--- src/rtl/tmds_encoder.sv ---
// TMDS 8b/10b encoder for one HDMI channel. Four register levels, so dout lags din by 3 clocks.
// Define TMDS_DISP_MON_EN to add the disparity monitor ports disp_cnt and disp_err.
module tmds_encoder #(
    parameter int unsigned CNT_W   = 5,
    parameter int unsigned OUT_INV = 0
) (
    input  logic             clk1x,
    input  logic             rst_n,
    input  logic             de,
    input  logic [7:0]       din,
    input  logic             c0,
    input  logic             c1,
`ifdef TMDS_DISP_MON_EN
    output logic [CNT_W-1:0] disp_cnt,
    output logic             disp_err,
`endif
    output logic [9:0]       dout
);

    localparam logic [9:0]       DoutRst = (OUT_INV != 0) ? 10'h3FF : 10'h000;
    localparam logic [CNT_W-1:0] Two     = CNT_W'(2);
    localparam logic [CNT_W-1:0] Eight   = CNT_W'(8);

    // Stage 1: input capture and popcount of the raw pixel
    logic       s1_de_q;
    logic [1:0] s1_ctl_q;
    logic [7:0] s1_din_q;
    logic [3:0] s1_n1_q;
    logic [3:0] n1d;

    always_comb begin
        n1d = '0;
        for (int i = 0; i < 8; i++) begin
            n1d = n1d + 4'(din[i]);
        end
    end

    always_ff @(posedge clk1x or negedge rst_n) begin
        if (!rst_n) begin
            s1_de_q  <= 1'b0;
            s1_ctl_q <= 2'b00;
            s1_din_q <= '0;
            s1_n1_q  <= '0;
        end else begin
            s1_de_q  <= de;
            s1_ctl_q <= {c1, c0};
            s1_din_q <= din;
            s1_n1_q  <= n1d;
        end
    end

    // Stage 2: transition-minimised word q_m
    logic       use_xnor;
    logic [8:0] qm;
    logic       s2_de_q;
    logic [1:0] s2_ctl_q;
    logic [8:0] s2_qm_q;

    always_comb begin
        use_xnor = (s1_n1_q > 4'd4) || ((s1_n1_q == 4'd4) && !s1_din_q[0]);
        qm       = '0;
        qm[0]    = s1_din_q[0];
        for (int i = 1; i < 8; i++) begin
            qm[i] = use_xnor ? ~(qm[i-1] ^ s1_din_q[i]) : (qm[i-1] ^ s1_din_q[i]);
        end
        qm[8] = ~use_xnor;
    end

    always_ff @(posedge clk1x or negedge rst_n) begin
        if (!rst_n) begin
            s2_de_q  <= 1'b0;
            s2_ctl_q <= 2'b00;
            s2_qm_q  <= '0;
        end else begin
            s2_de_q  <= s1_de_q;
            s2_ctl_q <= s1_ctl_q;
            s2_qm_q  <= qm;
        end
    end

    // Stage 3: popcount of q_m registered ahead of the disparity loop
    logic [3:0] n1q;
    logic       s3_de_q;
    logic [1:0] s3_ctl_q;
    logic [8:0] s3_qm_q;
    logic [3:0] s3_n1_q;

    always_comb begin
        n1q = '0;
        for (int i = 0; i < 8; i++) begin
            n1q = n1q + 4'(s2_qm_q[i]);
        end
    end

    always_ff @(posedge clk1x or negedge rst_n) begin
        if (!rst_n) begin
            s3_de_q  <= 1'b0;
            s3_ctl_q <= 2'b00;
            s3_qm_q  <= '0;
            s3_n1_q  <= '0;
        end else begin
            s3_de_q  <= s2_de_q;
            s3_ctl_q <= s2_ctl_q;
            s3_qm_q  <= s2_qm_q;
            s3_n1_q  <= n1q;
        end
    end

    // Stage 4: DC balancing; cnt is two's complement, sign taken from the MSB
    logic [CNT_W-1:0] cnt_q, cnt_d, n1_w, bal;
    logic [9:0]       sym, dout_d;
    logic [7:0]       q;
    logic             q8, cnt_zero, cnt_neg, cnt_pos, more_ones, more_zeros;

    always_comb begin
        q          = s3_qm_q[7:0];
        q8         = s3_qm_q[8];
        n1_w       = CNT_W'(s3_n1_q);
        bal        = n1_w + n1_w - Eight;
        cnt_zero   = (cnt_q == '0);
        cnt_neg    = cnt_q[CNT_W-1];
        cnt_pos    = !cnt_zero && !cnt_neg;
        more_ones  = (s3_n1_q > 4'd4);
        more_zeros = (s3_n1_q < 4'd4);
        sym        = '0;
        cnt_d      = cnt_q;
        if (!s3_de_q) begin
            cnt_d = '0;
            case (s3_ctl_q)
                2'b00:   sym = 10'b1101010100;
                2'b01:   sym = 10'b0010101011;
                2'b10:   sym = 10'b0101010100;
                default: sym = 10'b1010101011;
            endcase
        end else if (cnt_zero || (s3_n1_q == 4'd4)) begin
            sym   = {~q8, q8, q8 ? q : ~q};
            cnt_d = q8 ? (cnt_q + bal) : (cnt_q - bal);
        end else if ((cnt_pos && more_ones) || (cnt_neg && more_zeros)) begin
            sym   = {1'b1, q8, ~q};
            cnt_d = cnt_q - bal + (q8 ? Two : '0);
        end else begin
            sym   = {1'b0, q8, q};
            cnt_d = cnt_q + bal - (q8 ? '0 : Two);
        end
        dout_d = (OUT_INV != 0) ? ~sym : sym;
    end

    always_ff @(posedge clk1x or negedge rst_n) begin
        if (!rst_n) begin
            cnt_q <= '0;
            dout  <= DoutRst;
        end else begin
            cnt_q <= cnt_d;
            dout  <= dout_d;
        end
    end

`ifdef TMDS_DISP_MON_EN
    logic [CNT_W-1:0] cnt_mag;
    logic             disp_err_q;

    assign cnt_mag  = cnt_q[CNT_W-1] ? ('0 - cnt_q) : cnt_q;
    assign disp_cnt = cnt_q;
    assign disp_err = disp_err_q;

    always_ff @(posedge clk1x or negedge rst_n) begin
        if (!rst_n) begin
            disp_err_q <= 1'b0;
        end else if (cnt_mag > CNT_W'(10)) begin
            disp_err_q <= 1'b1;
        end
    end
`endif

endmodule

--- config.mk ---
export PLATFORM = sky130hd
export DESIGN_NAME = tmds_encoder
export DESIGN_NICKNAME = d
export VERILOG_FILES = /design/src/rtl/tmds_encoder.sv
export SDC_FILE = /design/constraint.sdc
export NUM_CORES = 1
export LEC_CHECK = 0
export ABC_AREA = 1
export BUFFER_PORTS_ARGS = -buffer_cell sky130_fd_sc_hd__buf_2
export CORE_UTILIZATION = 35
export CTS_CLUSTER_SIZE = 25
export DETAILED_ROUTE_END_ITERATION = 10
export HOLD_SLACK_MARGIN = 0.1
export PLACE_DENSITY = 0.53
export SLEW_MARGIN = 20
export SYNTH_ARGS = -nofsm -noshare
export SYNTH_HDL_FRONTEND = slang
export SYNTH_SLANG_ARGS = --single-unit
--- constraint.sdc ---
create_clock -name clk1x -period 2.5 [get_ports clk1x]
set_input_delay 0.5 -clock clk1x [delete_from_list [all_inputs] [get_ports clk1x]]
set_output_delay 0.5 -clock clk1x [all_outputs]
set_load 0.01 [all_outputs]
=== Word-level counts from Yosys, hierarchy flattened ===
Cells that the tools add are included.

* Register bits: 58
* Input bits: 13
* Logic and storage cells: 87

* Add/sub/neg operators: 20
* Order comparisons: 3
* Equal/unequal tests: 4
* Multiplexer cells: 18
* Bitwise gates (word level): 17
* Reductions and logical operators: 12

{| class="wikitable"
|+ Operators with widths
! cell !! count
|-
| $add A4 B1 Y4 || 8
|-
| $mux W10 || 3
|-
| $pmux W10 S3 || 1
|-
| $mux W5 || 4
|-
| $not A1 Y1 || 9
|-
| $add A3 B1 Y4 || 2
|-
| $eq A4 B3 Y1 const B || 2
|-
| $gt A4 B3 Y1 const B || 2
|-
| $mux W8 || 1
|-
| $not A8 Y8 || 1
|-
| $mux W1 || 7
|-
| $xor A1 B1 Y1 || 7
|-
| $add A2 B1 Y3 || 2
|-
| $add A4 B4 Y5 || 1
|-
| $add A5 B2 Y5 || 1
|-
| $add A5 B5 Y5 || 1
|-
| $logic_not A5 Y1 || 1
|-
| $sub A5 B2 Y5 || 1
|-
| $sub A5 B4 Y5 const B || 1
|-
| $sub A5 B5 Y5 || 1
|-
| $add A1 B1 Y2 || 2
|-
| $logic_and A1 B1 Y1 || 4
|-
| $lt A4 B3 Y1 const B || 1
|-
| $mux W2 || 2
|-
| other kinds (5) || 9
|}

=== Longest topological paths before layout ===
Gate-level depths: netlist of run 1.

* Word-level depth: 22
* Gate-level depth with buffers: 13

=== Worst setup path before layout of run 1 ===
Ideal clock, no wire load.

* Path kind: input port to flip-flop
* Start point: in din[0]
* End point: reg s1_n1_q[2]
* Library setup time: 0.123 ns
* Arrival time: 2.657 ns
* Data required time: 2.377 ns
* Path slack: -0.280 ns
* Stages on the path: 9
* Cells stage by stage: inv_1 fa_1 fa_1 fa_1 inv_1 ha_1 inv_1 fa_1 xnor2_1

* Longest elaborated chain between the ends: 7

{| class="wikitable"
|+ Ends and longest elaborated chain
! element !! line !! text
|-
| start: declaration || 10 || <nowiki>input logic [7:0] din,</nowiki>
|-
| $add A1 B1 Y2 || 34 || <nowiki>n1d = n1d + 4'(din[i]);</nowiki>
|-
| $add A2 B1 Y3 || 34 ||
|-
| $add A3 B1 Y4 || 34 ||
|-
| $add A4 B1 Y4 (4 in a row) || 34 ||
|-
| net n1d[2] || 29 || <nowiki>logic [3:0] n1d;</nowiki>
|-
| end signal: assignment || 48 || <nowiki>s1_n1_q <= n1d;</nowiki>
|-
| end: declaration || 28 || <nowiki>logic [3:0] s1_n1_q;</nowiki>
|}

The timed path passes the listed nets, and every way through them passes these cells.

=== Worst setup path after layout of run 1 ===
* Start point: reg s2_qm_q[3]
* End point: reg s3_n1_q[2]

* Longest elaborated chain between the ends: 5

{| class="wikitable"
|+ Ends and longest elaborated chain
! element !! line !! text
|-
| start: declaration || 57 || <nowiki>logic [8:0] s2_qm_q;</nowiki>
|-
| start signal: assignment || 77 || <nowiki>s2_qm_q <= qm;</nowiki>
|-
| $add A3 B1 Y4 || 91 || <nowiki>n1q = n1q + 4'(s2_qm_q[i]);</nowiki>
|-
| $add A4 B1 Y4 (4 in a row) || 91 ||
|-
| net n1q[2] || 82 || <nowiki>logic [3:0] n1q;</nowiki>
|-
| end signal: assignment || 105 || <nowiki>s3_n1_q <= n1q;</nowiki>
|-
| end: declaration || 86 || <nowiki>logic [3:0] s3_n1_q;</nowiki>
|}

The timed path passes the listed nets, and every way through them passes these cells.

==> metrics.cfg, run 1 <==
[status]
run_status = finished with violations
failed_checks = setup timing

[sta]
report.final.hold_viol_count = 0
timing.max_slew.rel_slack_pct = 62.9
setup-tns-final_ps = -506
slew_at_the_pin_closest_to_its_max_slew_limit_ps = 557
finalClockSkew_ps = 4.42
rsz0062_at_grt = yes
drv_slew = 0
final_critical_path_setup_slack_ps = -157
timing.fmax_mhz = 376
final.period_utilization_pct = 106
final_setup_violations = 4
finalCriticalPeriod_ps = 2660

[routing]
totalWireLength_microns = 4680
wl_per_cell_microns = 10.3
dr.first_iter.drc_count = 64
route.vias.total = 1941
first_pass_iters = 4
final_antenna_net_count = 0
post_drt_via_cell_ratio = 4.28
drc_violations_left = 0

[logic_synthesis]
synthDistinctLibCells = 23
synth.largest_area_cell = dfrtp_1
postSynth.topFlopCell = dfrtp_1
netlist_instances = 310
synth_area_leaders = dfrtp_1, ha_1, nand2_1
register_area_share_after_synthesis_pct = 49.3
synthArstFlopShare_pct = 100
ys.warnings.count = 0
synth.avg_cell_area_sq_um = 9.33
post-synth-top-area-fraction_pct = 49.3
synth_enable_flop_cells = 0
synth.cell_area_sq_um = 2890
ys_seq_elements = 57
synth_nets = 355

[floorplan]
placeableCoreArea_sq_um = 7850
die_width_microns = 92.9
die-area_sq_um = 8630
die_h_microns = 92.9
rows = 32
start_util_pct = 36.8
top_level_ports = 23

[power]
netSwitchingFraction_pct = 43.4
leakage_nw = 1.81
power.net_switching_w = 0.00191
power_frac_seq_pct = 30.6
p_comb_share_pct = 52.5
clockPowerShare_pct = 17.0
p_per_area_nw_per_um2 = 1300
irDropWorstVdd_uv = 393
cell_int_power_w = 0.00249

[worst_setup_path]
path_class = reg2reg
crit_path_start_kind = flop
cp.arrival_ps = 2870
timing.critical_path.fanout_max = 2
worstPathRequired_ps = 2720
critical_path_capture_point_type = flop

[clock_tree]
hold_buffers = 0
htree_levels = 3
cts-root-to-sink-buffers = 2
clk_pin_slew_ps = 70
cts.sinks = 57
cts_tree = built
cts.root.buffer_cell = clkbuf_8
numCtsBuffers = 9
worst_skew_late_latency_ps = 330

[placed_design]
dp_worst_setup_slack_ps = -542
hpwlAfterDp_microns = 3630
portBuffers = 22
gp_congestion = 0.807

[worst_hold_path]
min-delay-path-class = in2async

[global_routing]
vias_in_the_first_global_route = 1878
grt_usage_pct = 12.6
grt_max_degree = 28
globalRouteOverflowTotal = 0
grt_first_pass_wirelength_microns = 8230
grt_antenna_before_repair = 0

[final_layout]
final_net_count = 391
antenna_cells_inserted = 0
layout-area-overhead-vs-synth_pct = 17.4
final_layout_size_suffix_gt1_share_pct = 17.7
layout.cells.most_common = nand2_1
most_frequent_cells_in_the_layout = nand2_1, inv_1, dfrtp_1, nand3_1, ha_1

[job]
timing.max_cap.violations = 0

## power by group through the flow
stage / clock, W / combinational, W / sequential, W
after global routing: 0.000820 / 0.00268 / 0.00138
after floorplan: 0 / 0.00174 / 0.00137
final: 0.000747 / 0.00231 / 0.00135
after detailed placement: 0 / 0.00224 / 0.00137
after global placement: 0 / 0.00221 / 0.00136
after CTS: 0.000779 / 0.00231 / 0.00135
## repair_timing
| item | 4_1_cts | 5_1_grt |
|---|---|---|
| hold endpoints to repair | 0 | 0 |
| setup buffers | 1 | 1 |
| setup endpoints to repair | 4 | 4 |
| pin swaps | 3 | 2 |
| gates resized for setup | 10 | 3 |
## cells by family after synthesis
| group | after synthesis | synth area share (%) |
|---|---|---|
| and+or+nand+nor | 118 | 17.2 |
| DFF | 57 | 49.3 |
| AOI/OAI and AO/OA | 23 | 4.46 |
| adders and majority gates | 32 | 16.2 |
| xor gates and xnor gates | 12 | 3.63 |
| buffers and inverters | 68 | 9.17 |
## through the flow
| stage | util (%) | total power, W | area [sq um] | instances | hold WS (ps) |
|---|---|---|---|---|---|
| final | 43.2 | 0.00440 | 3390 | 453 | 151 |
| after global routing | 43.2 | 0.00488 | 3390 | 453 | 184 |
| after CTS | 43.0 | 0.00444 | 3370 | 452 | 159 |
| after detailed placement | 40.2 | 0.00360 | 3150 | 435 | 335 |
| after global placement | 40.2 | 0.00357 | 3150 | 435 | 332 |
| after floorplan | - | 0.00311 | 2910 | 310 | 204 |
## worst max-delay path: stages (launching register included)
cell	delay, ps
dfrtp_1	350
inv_2	40
fa_1	540
fa_1	430
fa_1	510
inv_2	50
ha_4	150
fa_2	330
xor2_1	140
## registers in the layout, indices dropped and copies added, names as in the netlist
register / cells
dout: 10
s2_qm_q: 9
s3_qm_q: 9
s1_din_q: 8
cnt_q: 4
s1_n1_q: 4
s3_n1_q: 4
s1_ctl_q: 2
s2_ctl_q: 2
s3_ctl_q: 2
s1_de_q: 1
s2_de_q: 1
s3_de_q: 1
## metal layers
| metal | track usage (%) | routed length, microns | vias up |
|---|---|---|---|
| met1 | 15.4 | 2170 | 891 |
| met5 | 0 | 0 | - |
| met2 | 19.5 | 2200 | 35 |
| met4 | 6.03 | 114 | 0 |
| met3 | 4.93 | 197 | 10 |
| li1 | - | - | 1005 |
## cell usage after synthesis, types with 2 or more instances
| master | number |
|---|---|
| a21oi_1 | 6 |
| dfrtp_1 | 57 |
| fa_1 | 9 |
| ha_1 | 23 |
| inv_1 | 64 |
| nand2_1 | 71 |
| nand2_2 | 3 |
| nand3_1 | 23 |
| nand4_1 | 2 |
| nor2_1 | 16 |
| o21ai_0 | 7 |
| o21ai_1 | 8 |
| xnor2_1 | 6 |
| xor2_1 | 6 |
## worst paths after layout
check	start	endpoint	slack (ps)	depth (start not counted)
setup / recovery	s2_qm_q[3]	s3_n1_q[2]	-160	8
hold / removal	rst_n	dout[0]	150	1
setup reg to reg	s2_qm_q[3]	s3_n1_q[2]	-160	8
hold reg to reg	s2_ctl_q[1]	s3_ctl_q[1]	350	0
max in group asynchronous	rst_n	s1_n1_q[3]	1770	2
min in group clk1x	c0	s1_ctl_q[0]	270	1
## cell type report
cell class | instances | area [sq um]
Tap cell | 102 | 128
Clock inverter | 7 | 56.3
Multi-Input combinational cell | 185 | 1230
Sequential cell | 57 | 1430
Inverter | 65 | 254
Fill cell | 803 | 4450
Clock buffer | 9 | 124
Timing Repair Buffer | 28 | 178
No activity file was read; power rests on OpenSTA's default activity.
==> inputs of run 2 (changes only) <==
--- a/config.mk
+++ b/config.mk
@@ -6,12 +6,12 @@
 export NUM_CORES = 1
 export LEC_CHECK = 0
 export ABC_AREA = 1
-export BUFFER_PORTS_ARGS = -buffer_cell sky130_fd_sc_hd__buf_2
 export CORE_UTILIZATION = 35
 export CTS_CLUSTER_SIZE = 25
 export DETAILED_ROUTE_END_ITERATION = 10
+export DONT_BUFFER_PORTS = 1
 export HOLD_SLACK_MARGIN = 0.1
-export PLACE_DENSITY = 0.53
+export PLACE_DENSITY = 0.51
 export SLEW_MARGIN = 20
 export SYNTH_ARGS = -nofsm -noshare
 export SYNTH_HDL_FRONTEND = slang
==> run 2 against run 1 <==
Effect of this change:
- the flow still finishes with violations (setup timing)
- maximum frequency fell by 1.3%
- cell count fell by 5.1%
- worst hold slack improved by 45 ps
- die area stayed put
- non-clock buffer count down 23
- power grew 2.5%
- critical endpoint unchanged
==> metrics.cfg, run 2 (synthesis gave the netlist of run 1 again) <==
[status]
run_status = finished with violations  ; unchanged
failed_checks = setup timing  ; unchanged

[sta]
drv_slew = 0  ; unchanged
slew_at_the_pin_closest_to_its_max_slew_limit_ps = 498  ; was 557 ps
final.period_utilization_pct = 108  ; was 106%
rsz0062_at_grt = yes  ; unchanged
final_critical_path_setup_slack_ps = -191  ; was -157 ps
report.final.hold_viol_count = 0  ; unchanged
timing.max_slew.rel_slack_pct = 66.5  ; was 62.9%
finalCriticalPeriod_ps = 2690  ; was 2660 ps
timing.fmax_mhz = 372  ; was 376 MHz
finalClockSkew_ps = 12.2  ; was 4.42 ps
final_setup_violations = 3  ; was 4

[final_layout]
largest_register_ff_count = 10  ; unchanged
seqCellArea_sq_um = 1430  ; unchanged
final.fill_count = 805  ; was 803
multiInputGateArea_sq_um = 1210  ; was 1230 sq um
antenna_cells_inserted = 0  ; unchanged
finalCoreUtilization_pct = 42.1  ; was 43.2%
final_net_count = 368  ; was 391
final_layout_size_suffix_gt1_share_pct = 11.0  ; was 17.7%
most_frequent_cells_in_the_layout = nand2_1, inv_1, dfrtp_1, nand3_1, ha_1  ; unchanged
layout-area-overhead-vs-synth_pct = 14.2  ; was 17.4%
reg.largest.list = dout (10), s2_qm_q (9), s3_qm_q (9)  ; unchanged
registers.top_by_ff_count = dout  ; unchanged
layout.cells.most_common = nand2_1  ; unchanged

[routing]
first_pass_iters = 4  ; unchanged
dr.first_iter.drc_count = 100  ; was 64
wl_per_cell_microns = 10.7  ; was 10.3 microns
post_drt_via_cell_ratio = 4.28  ; about the same
route.vias.total = 1840  ; was 1,941
totalWireLength_microns = 4620  ; was 4680 microns
drc_violations_left = 0  ; unchanged
final_antenna_net_count = 0  ; unchanged

[clock_tree]
clk_pin_slew_ps = 60  ; was 70 ps
cts_tree = built  ; unchanged
numCtsBuffers = 9  ; unchanged
cts.sinks = 57  ; unchanged
worst_skew_late_latency_ps = 330  ; about the same
htree_levels = 3  ; unchanged
cts-root-to-sink-buffers = 2  ; unchanged
cts.root.buffer_cell = clkbuf_8  ; unchanged

[worst_setup_path]
critical_path_capture_point_type = flop  ; unchanged
cp.arrival_ps = 2900  ; was 2870 ps
worstPathRequired_ps = 2710  ; was 2720 ps
crit_top_cell = fa_1  ; unchanged
path_class = reg2reg  ; unchanged
timing.critical_path.fanout_max = 2  ; unchanged
crit_path_start_kind = flop  ; unchanged
worstPathCellList = inv_2 -> fa_1 -> fa_1 -> fa_1 -> inv_1 -> ha_2 -> fa_2 -> xor2_1  ; was inv_2 -> fa_1 -> fa_1 -> fa_1 -> inv_2 -> ha_4 -> fa_2 -> xor2_1
critPathMaxStageDelay_ps = 560  ; was 540 ps
crit_path_top_delay_cell = fa_1  ; unchanged

[global_routing]
grt_first_pass_wirelength_microns = 8190  ; was 8230 microns
vias_in_the_first_global_route = 1907  ; was 1,878
globalRouteOverflowTotal = 0  ; unchanged
grt_antenna_before_repair = 0  ; unchanged
grt_max_degree = 58  ; was 28
grt_usage_pct = 12.4  ; was 12.6%

[placed_design]
hpwlAfterDp_microns = 3560  ; was 3630 microns
portBuffers = 0  ; was 22
gp_congestion = 0.854  ; was 0.807

[power]
irDropWorstVdd_uv = 430  ; was 393 uV
leakage_nw = 1.74  ; was 1.81 nW
power.net_switching_w = 0.00187  ; was 0.00191 W
netSwitchingFraction_pct = 41.4  ; was 43.4%
p_per_area_nw_per_um2 = 1370  ; was 1300 nW/um^2
cell_int_power_w = 0.00265  ; was 0.00249 W
p_comb_share_pct = 47.8  ; was 52.5%
clockPowerShare_pct = 21.1  ; was 17.0%
power_frac_seq_pct = 31.0  ; was 30.6%
total_power_w = 0.00452  ; was 0.00440 W

[floorplan]
top_level_ports = 23  ; unchanged
start_util_pct = 36.8  ; unchanged
die-area_sq_um = 8630  ; unchanged
rows = 32  ; unchanged
placeableCoreArea_sq_um = 7850  ; unchanged
die_width_microns = 92.9  ; unchanged
die_h_microns = 92.9  ; unchanged

[worst_hold_path]
min-delay-path-class = in2reg  ; was in2async

[job]
timing.max_cap.violations = 0  ; unchanged

run 2: changes by cell type in the layout (fill, tap and decap cells not counted), moves of 2 or more:
cell,delta
buf_6,-2
buf_2,-19
buf_4,-3
clkinvlp_4,-3
bufinv_16,+2
run 2: layer usage:
layer	routed length, microns	track usage, %	vias up
met2	2250	20.8	34
met5	0	0	-
li1	-	-	960
met1	2080	14.0	841
met3	235	5.75	5
met4	51	3.46	0
run 2: cell type report:
type | count | share of cell area, %
clock buffers | 10 | 4.17
clock inverters | 6 | 2.73
inverters | 65 | 7.61
multi-input cells | 185 | 36.6
flip-flops and latches | 57 | 43.2
well taps | 102 | 3.86
repair buffers | 5 | 1.82
run 2: worst max-delay path: cells and delay by family, from the launching register on:
| family | cells | cell delay [ps] |
|---|---|---|
| buffers and inverters | 2 | 80 |
| adder cells (fa/ha/maj) | 5 | 2000 |
| XOR/XNOR | 1 | 140 |
| flip-flops | 1 | 360 |
run 2: repair_timing:
action | 4_1_cts | 5_1_grt
setup endpoints to repair | 2 | 5
setup buffers | 1 | 0
hold buffers | 2 | 0
pin swaps | 2 | 3
endpoints found under the hold margin | 57 | 0
resized for setup | 1 | 3
run 2: final timing paths:
path / startpoint / endpoint / slack (ps) / depth (start not counted)
min reg2reg: s1_ctl_q[0] / s2_ctl_q[0] / 340 / 0
max in group asynchronous: rst_n / s3_qm_q[8] / 1590 / 2
max: s2_qm_q[3] / s3_n1_q[2] / -190 / 8
min in group asynchronous: rst_n / s3_ctl_q[0] / 680 / 2
max reg2reg: s2_qm_q[3] / s3_n1_q[2] / -190 / 8
min: c1 / s1_ctl_q[1] / 200 / 0
run 2: stage by stage:
step	setup slack, ps	hold slack, ps	TNS [ps]	area (sq um)	cells
3_3_place_gp	-312	206	-958	3030	411
3_5_place_dp	-341	205	-1060	3030	411
4_1_cts	-185	176	-354	3300	430
2_1_floorplan	-267	204	-759	2910	310
5_1_grt	-270	166	-586	3300	430
6_report	-191	196	-400	3300	430
run 2: power groups by stage:
| stage | clock [W] | combinational [W] | sequential, W |
|---|---|---|---|
| after global placement | 0 | 0.00207 | 0.00142 |
| after CTS | 0.000982 | 0.00219 | 0.00141 |
| final | 0.000954 | 0.00216 | 0.00140 |
| after floorplan | 0 | 0.00174 | 0.00137 |
| after detailed placement | 0 | 0.00213 | 0.00143 |
| after global routing | 0.00102 | 0.00254 | 0.00144 |
